<file path="src/rtl/mips_enc_pkg.sv">
// Shared constants for the MIPS instruction encoder:
// class bit positions, opcode prefixes and word width.
package mips_enc_pkg;

    localparam int WORD_W = 32;

    localparam int CLS_R  = 0;
    localparam int CLS_B1 = 1;
    localparam int CLS_J  = 2;
    localparam int CLS_B2 = 3;
    localparam int CLS_I  = 4;
    localparam int CLS_F  = 5;
    localparam int CLS_M  = 6;

    localparam logic [5:0] OP_R  = 6'b000000;
    localparam logic [5:0] OP_F  = 6'b010001;
    localparam logic [5:0] OP_B1 = 6'b000001;
    localparam logic [4:0] OP_J  = 5'b00001;
    localparam logic [3:0] OP_B2 = 4'b0001;
    localparam logic [2:0] OP_I  = 3'b001;
    localparam logic [1:0] OP_M  = 2'b10;

endpackage

</file>
<file path="src/rtl/mips_instr_encoder_fifo.sv">
// Output buffer for encoded words: registered occupancy,
// pointers wrapping modulo DEPTH, no write-through when full.
module enc_fifo
    import mips_enc_pkg::*;
#(
    parameter int W     = WORD_W,
    parameter int DEPTH = 4
) (
    input  logic         clk,
    input  logic         rst_n,
    input  logic         push_i,
    input  logic [W-1:0] data_i,
    input  logic         pop_i,
    output logic         full_o,
    output logic         valid_o,
    output logic [W-1:0] data_o
);

    localparam int AW = $clog2(DEPTH);

    logic [W-1:0]  mem_q [DEPTH];
    logic [AW-1:0] wr_q, rd_q;
    logic [AW:0]   cnt_q, cnt_d;
    logic          do_push, do_pop;

    assign full_o  = (cnt_q == (AW+1)'(DEPTH));
    assign valid_o = (cnt_q != '0);
    assign data_o  = mem_q[rd_q];

    assign do_push = push_i && !full_o;
    assign do_pop  = pop_i && valid_o;
    assign cnt_d   = cnt_q + (AW+1)'(do_push) - (AW+1)'(do_pop);

    always_ff @(posedge clk) begin
        if (!rst_n) begin
            wr_q  <= '0;
            rd_q  <= '0;
            cnt_q <= '0;
        end else begin
            cnt_q <= cnt_d;
            if (do_push) wr_q <= wr_q + 1'b1;
            if (do_pop)  rd_q <= rd_q + 1'b1;
        end
    end

    // Storage needs no reset: occupancy gates visibility.
    always_ff @(posedge clk) begin
        if (do_push) mem_q[wr_q] <= data_i;
    end

endmodule

</file>
<file path="src/rtl/mips_instr_encoder.sv">
// Encodes one-hot class requests into MIPS words, buffers
// them in enc_fifo and keeps issue/error statistics.
module mips_instr_encoder
    import mips_enc_pkg::*;
#(
    parameter int DEPTH = 4
) (
    input  logic              clk,
    input  logic              rst_n,
    input  logic              in_valid,
    output logic              in_ready,
    input  logic [6:0]        cls,
    input  logic [3:0]        sub,
    input  logic [4:0]        rs,
    input  logic [4:0]        rt,
    input  logic [4:0]        rd,
    input  logic [4:0]        shamt,
    input  logic [5:0]        funct,
    input  logic [15:0]       imm,
    input  logic [25:0]       target,
    output logic              out_valid,
    input  logic              out_ready,
    output logic [WORD_W-1:0] instr,
    output logic              err_pulse,
    output logic [15:0]       issued_cnt,
    output logic [15:0]       err_cnt
);

    logic              full, acc, legal;
    logic [WORD_W-1:0] word_d;
    logic              errp_q;
    logic [15:0]       iss_q, err_q;

    assign legal    = (cls != '0) && ((cls & (cls - 7'd1)) == '0);
    assign in_ready = rst_n && !full;
    assign acc      = in_valid && in_ready;

    // Only a legal one-hot class reaches the decoder.
    always_comb begin
        word_d = '0;
        if (legal) begin
            unique case (1'b1)
                cls[CLS_R]:  word_d = {OP_R, rs, rt, rd, shamt, funct};
                cls[CLS_F]:  word_d = {OP_F, rs, rt, rd, shamt, funct};
                cls[CLS_B1]: word_d = {OP_B1, rs, rt, imm};
                cls[CLS_J]:  word_d = {OP_J, sub[0], target};
                cls[CLS_B2]: word_d = {OP_B2, sub[1:0], rs, rt, imm};
                cls[CLS_I]:  word_d = {OP_I, sub[2:0], rs, rt, imm};
                cls[CLS_M]:  word_d = {OP_M, sub, rs, rt, imm};
                default:     word_d = '0;
            endcase
        end
    end

    enc_fifo #(
        .W     (WORD_W),
        .DEPTH (DEPTH)
    ) u_fifo (
        .clk     (clk),
        .rst_n   (rst_n),
        .push_i  (acc && legal),
        .data_i  (word_d),
        .pop_i   (out_ready),
        .full_o  (full),
        .valid_o (out_valid),
        .data_o  (instr)
    );

    always_ff @(posedge clk) begin
        if (!rst_n) begin
            errp_q <= 1'b0;
            iss_q  <= '0;
            err_q  <= '0;
        end else begin
            errp_q <= acc && !legal;
            if (acc && legal && iss_q != 16'hFFFF)
                iss_q <= iss_q + 16'd1;
            if (acc && !legal && err_q != 16'hFFFF)
                err_q <= err_q + 16'd1;
        end
    end

    assign err_pulse  = errp_q;
    assign issued_cnt = iss_q;
    assign err_cnt    = err_q;

endmodule
</file>
<file path="config.mk">
export PLATFORM = sky130hd
export DESIGN_NAME = mips_instr_encoder
export DESIGN_NICKNAME = d
export VERILOG_FILES = /design/src/rtl/mips_enc_pkg.sv /design/src/rtl/mips_instr_encoder_fifo.sv /design/src/rtl/mips_instr_encoder.sv
export SDC_FILE = /design/constraint.sdc
export NUM_CORES = 1
export LEC_CHECK = 0
export BUFFER_PORTS_ARGS = -buffer_cell sky130_fd_sc_hd__clkbuf_2
export CAP_MARGIN = 20
export CORE_ASPECT_RATIO = 0.8
export CORE_MARGIN = 2
export CORE_UTILIZATION = 45
export CTS_BUF_LIST = sky130_fd_sc_hd__clkbuf_16
export DETAILED_ROUTE_END_ITERATION = 8
export PLACE_DENSITY = 0.78
export SYNTH_ARGS = -nofsm -noshare
export SYNTH_HDL_FRONTEND = slang
export SYNTH_SLANG_ARGS = --single-unit
</file>
<file path="constraint.sdc">
create_clock -name clk -period 3.8 [get_ports clk]
set_input_delay 0.76 -clock clk [delete_from_list [all_inputs] [get_ports clk]]
set_output_delay 0.76 -clock clk [all_outputs]
set_load 0.02 [all_outputs]
</file>
Word level (Yosys, flattened, before mapping) --
Memory sizes are Yosys's and may differ from the RTL's. A register that Yosys moved wholly into a read port is not among the register bits. Cells that the tools add are included.
Storage, ports and cells: flip-flop bits (word level) 40, latch bits 0, memory bits (writable) 128, memory bits (read-only) 0, input port bits 83, output and inout port bits 67, memories 1
Memories:
- u_fifo.mem_q | depth 4, width 32, read ports 1, clocked after memory_dff 1, wr ports 1, line mips_instr_encoder_fifo.sv:21 | logic [W-1:0] mem_q [DEPTH];
Cells by class: add/sub/neg operators 7, $mul 0, div/mod/pow operators 0, $lt $le $gt $ge 0, equal/unequal tests 3, shift-type cells 0, muxes and demuxes 6, bitwise operators 1, reductions and logical operators 14
Operators by type and width (count):
- one-hot mux 32 bit (7 select lines) | 1
- adder 16 x 1 -> 16 bit, second input constant | 2
- two-way mux 32 bit | 1
- != test 16 bit, second input constant | 2
- logical AND 1 bit | 9
- AND 7 bit | 1
- zero test 7 bit | 1
- nonzero test 7 bit | 1
- subtractor 7 x 1 -> 7 bit, second input constant | 1
- adder 2 x 1 -> 2 bit, second input constant | 2
- two-way mux 2 bit | 2
- adder 3 x 1 -> 3 bit | 1
- equality test 3 bit, second input constant | 1
- nonzero test 3 bit | 1
- subtractor 3 x 1 -> 3 bit | 1
- zero test 1 bit | 2
- two-way mux 1 bit | 2

Depth between registers and ports, before layout --
depth after elaboration 8, gate-level depth with buffers 11, gate-level depth less buffers 9

Hierarchy --
A second synthesis with hierarchy kept.
Second synthesis, totals: cell total of the unflattened synthesis 516, area, all modules 7405.9 µm²
By module, submodules not included:
- enc_fifo | instances 1, cells each 215, area an instance 5136.2 µm², sequential area each 4023.9 µm²
- mips_instr_encoder | instances 1, cells each 301, area an instance 2269.7 µm², sequential area each 660.6 µm²

Least setup slack after synthesis --
No wires, ideal clock.
path type input port to flip-flop, start input cls[4], end memory u_fifo.mem_q[0][0] (netlist bit) (enable), arrival 2.614 ns, data required time 3.408 ns, slack 0.794 ns, cell stages on the path 4, buffers on the path 1, cell sequence or3_1 o211ai_2 clkbuf_1 and3_1
Between the ends: longest elaborated chain between the ends 8, elaborated cells on any way between the ends 9, those cells by class 1 x add/sub; 2 x mux; 1 x bitwise; 5 x reduce/logical
RTL lines:
- start: declaration | line mips_instr_encoder.sv:12 | input logic [6:0] cls,
- subtractor 7 x 1 -> 7 bit | line mips_instr_encoder.sv:34 | assign legal = (cls != '0) && ((cls & (cls - 7'd1)) == '0);
- AND 7 bit | line mips_instr_encoder.sv:34
- zero test 7 bit | line mips_instr_encoder.sv:34
- logical AND 1 bit * | line mips_instr_encoder.sv:34
- logical AND 1 bit * | line mips_instr_encoder.sv:61 | .push_i (acc && legal),
- logical AND 1 bit * | line mips_instr_encoder_fifo.sv:30 | assign do_push = push_i && !full_o;
- two-way mux 1 bit * | line mips_instr_encoder_fifo.sv:48 | if (do_push) mem_q[wr_q] <= data_i;
- two-way mux 1 bit (not written as such) * | line mips_instr_encoder_fifo.sv:48
- end: declaration | line mips_instr_encoder_fifo.sv:21
Mark *: on every way between the ends. The rest lies on a longest branch, timed or not.

==> out/results.ini <==
[sta]
slew_headroom_pct = 43.8
finalSetupViolations = 0
period_needed_ns = 3.04
tns_ns = 0
period_share_pct = 80.0
rsz0062_at_grt = false
timing.fmax_ghz = 0.329
report.final.hold_viol_count = 0
slew_violations = 0
fin_ws_ns = 0.761
tightestPinTransition_ns = 0.843
fin_skew_ns = 0.00762

[finish]
design_area_um2 = 8940
drive_gt1_share_pct = 35.6
fin_nets = 754
final-instance-count-excl-fill = 889
area_delta_synth_final_pct = 21.7
antenna_cells = 0
final_util_pct = 56.4
fillers = 1242

[cts]
h-tree-depth = 4
postCtsHoldBufs = 0
clk_pin_slew_ns = 0.07
numCtsBuffers = 17
cts_resized = 0
cts_sinks = 170
post_cts_buffers = 0
cts_root_buf = clkbuf_16
worst_skew_pair.late_latency_ns = 0.42
cts_tree = yes
clockBufferDepth = 2

[die]
coreArea_um2 = 15900
die-area_um2 = 17400
start_util_pct = 46.3
pin_count = 150
die_y_um = 118
num_rows = 41
die_w_um = 147

[yosys]
synth_cell_types = 47
synth_edf_count = 128
synth-seq-area-share_pct = 63.8
synth.cell_area_um2 = 7340
ys.flop_type = edfxtp_1
syn-instance-count = 511
async_flop_share_pct = 0
synth_nets = 603
yosys_warnings = 0
ys_seq_elements = 170
avgSynthCellArea_um2 = 14.4

[route]
ant_nets = 0
vias = 5161
routedWlPerCell_um = 19.8
drc = 0
dr.first_iter.drc_count = 474
drt_wl_total_mm = 17.6
viasPerCell = 5.81
drt-pass1-iter-count = 6

[critical_path]
crit_type = flip-flop to output pin
cpPeakStageDelay_ns = 0.79
cp.required_ns = 3.04
worst_path_dominant_cell_family = flip-flops
cp_cell_sequence = buf_4 > mux4_2 > clkbuf_2
r2r_cells = 9
path_buf_inv = 2
r2r-end = u_fifo.cnt_q[2]
ff2ff_setup_slack_ns = 1.39
cpMaxStageDelayCell = dfxtp_2
start_kind = flip-flop
r2r_start = u_fifo.cnt_q[1]
arrival_ns = 2.28
critPathCaptureType = output pin
critPathMaxFanout = 20
path_depth = 3

[global_route]
grt_pass1_wl_mm = 27.5
grt_usage_pct = 20.7
grt.overflow.total = 0
antenna_found_initial = 0
grt_pass1_vias = 5124
grt_max_degree = 64

[min_path]
worstHoldPathType = flip-flop to flip-flop
min_to = err_cnt[5]
holdPathStages = 1
hold_start = err_cnt[5]

[flow_run]
cap_violations = 0

[place]
dp_slack_ns = 0.656
place_area_um2 = 8340
place_hpwl_mm = 11.7
place_inst = 858
numPortBuffers = 149
place.gp.congestion = 0.896

[power_and_ir_drop]
peakVddDrop_uv = 321
power.density_nw_per_um2 = 535
p_leak_nw = 3.26

[outcome]
status = finished, final reports clean

[cells in the mapped netlist (6+ instances only)]
cell,n,area share [%]
edfxtp_1,128,52
dfxtp_1,42,11
nor2_1,40,2.0
nand2_1,33,1.7
mux4_2,32,9.8
nand3_1,21,1.4
a21oi_1,17,1.2
clkbuf_1,17,0.87
a222oi_1,16,2.2
mux2i_1,14,1.9
and3_1,12,1.0
a22oi_1,10,1.0
buf_2,9,0.61
inv_1,9,0.46
nand2b_1,9,0.77
o31ai_1,9,0.92
and2_1,8,0.68
ha_1,8,1.4
o21ai_0,7,0.48
or3_1,7,0.60
or4_1,6,0.61
[registers in the layout, indices dropped and copies added (netlist names), named ones only]
name / flops
u_fifo.cnt_q: 3
err_cnt: 16
u_fifo.rd_q: 2
u_fifo.wr_q: 2
u_fifo.mem_q: 128
err_pulse: 1
issued_cnt: 16
[metal layers]
metal | vias up | routed length, um | GRT usage (%)
met5 | - | 0 | 0
met4 | 0 | 265 | 6.49
met3 | 30 | 1390 | 6.53
met2 | 219 | 8550 | 33.0
met1 | 2569 | 7420 | 27.2
li1 | 2343 | - | -
[metrics by stage]
step           hold slack [ns]  power (mW)
2_1_floorplan            0.470        2.77
3_3_place_gp             0.463        3.05
3_5_place_dp             0.477        3.07
4_1_cts                  0.492        4.82
5_1_grt                  0.517        4.98
6_report                 0.487        4.78
[report_power, final]
part           internal (mW)  total (mW)  switching [mW]
clock                   1.04        1.76           0.719
sequential              2.02        2.13           0.110
combinational          0.417       0.894           0.477
total                   3.48        4.78            1.31
[cells by family after synthesis]
kind of cell | synth area share (%)
DFF | 63.8
and+or+nand+nor | 12.2
AOI/OAI and AO/OA | 7.73
muxes | 11.7
buffers and inverters | 2.20
adders and majority gates | 1.64
xor gates and xnor gates | 0.716
[cell type report]
type	instances	area, um2	share of cell area (%)
sequential	170	4690	52.4
multi-input combinational	303	2500	28.0
timing repair buffer	161	848	9.49
clock buffer	17	425	4.76
tap	215	269	3.01
clock inverter	14	173	1.93
inverter	9	33.8	0.378
[placed cells by master (no fill, tap or decap), types with 6 or more instances in the layout]
master / Yosys / final
or4_1: 6 / 6
edfxtp_1: 128 / 128
dfxtp_1: 42 / 40
o21ai_0: 7 / 7
or3_1: 7 / 7
clkbuf_2: 0 / 149
mux4_2: 32 / 32
nand2b_1: 9 / 9
inv_1: 9 / 10
nor2_1: 40 / 40
a22oi_1: 10 / 10
and3_1: 12 / 8
mux2i_1: 14 / 14
a21oi_1: 17 / 17
nand3_1: 21 / 21
o31ai_1: 9 / 9
a222oi_1: 16 / 16
ha_1: 8 / 8
nand2_1: 33 / 33
clkbuf_16: 0 / 17
and2_1: 8 / 8
buf_4: 0 / 11
[worst register-to-register path, stage by stage (launching register included)]
cell and delay, ns:
dfxtp_1 0.35, or3_1 0.40, and2_1 0.23, ha_1 0.29, inv_1 0.04, ha_1 0.19, fa_1 0.41, xnor2_1 0.20
xnor2_1 0.15, nor2_1 0.05
[worst max-delay path by stage]
stage	slack, ns	end
global placement	0.71	u_fifo.mem_q[2][19]
global route	0.60	instr[18]
detailed placement	0.66	u_fifo.mem_q[2][19]
floorplan	0.79	u_fifo.mem_q[0][0]
CTS	0.68	instr[18]
finish	0.76	instr[18]
(Power assumes the default switching activity.)
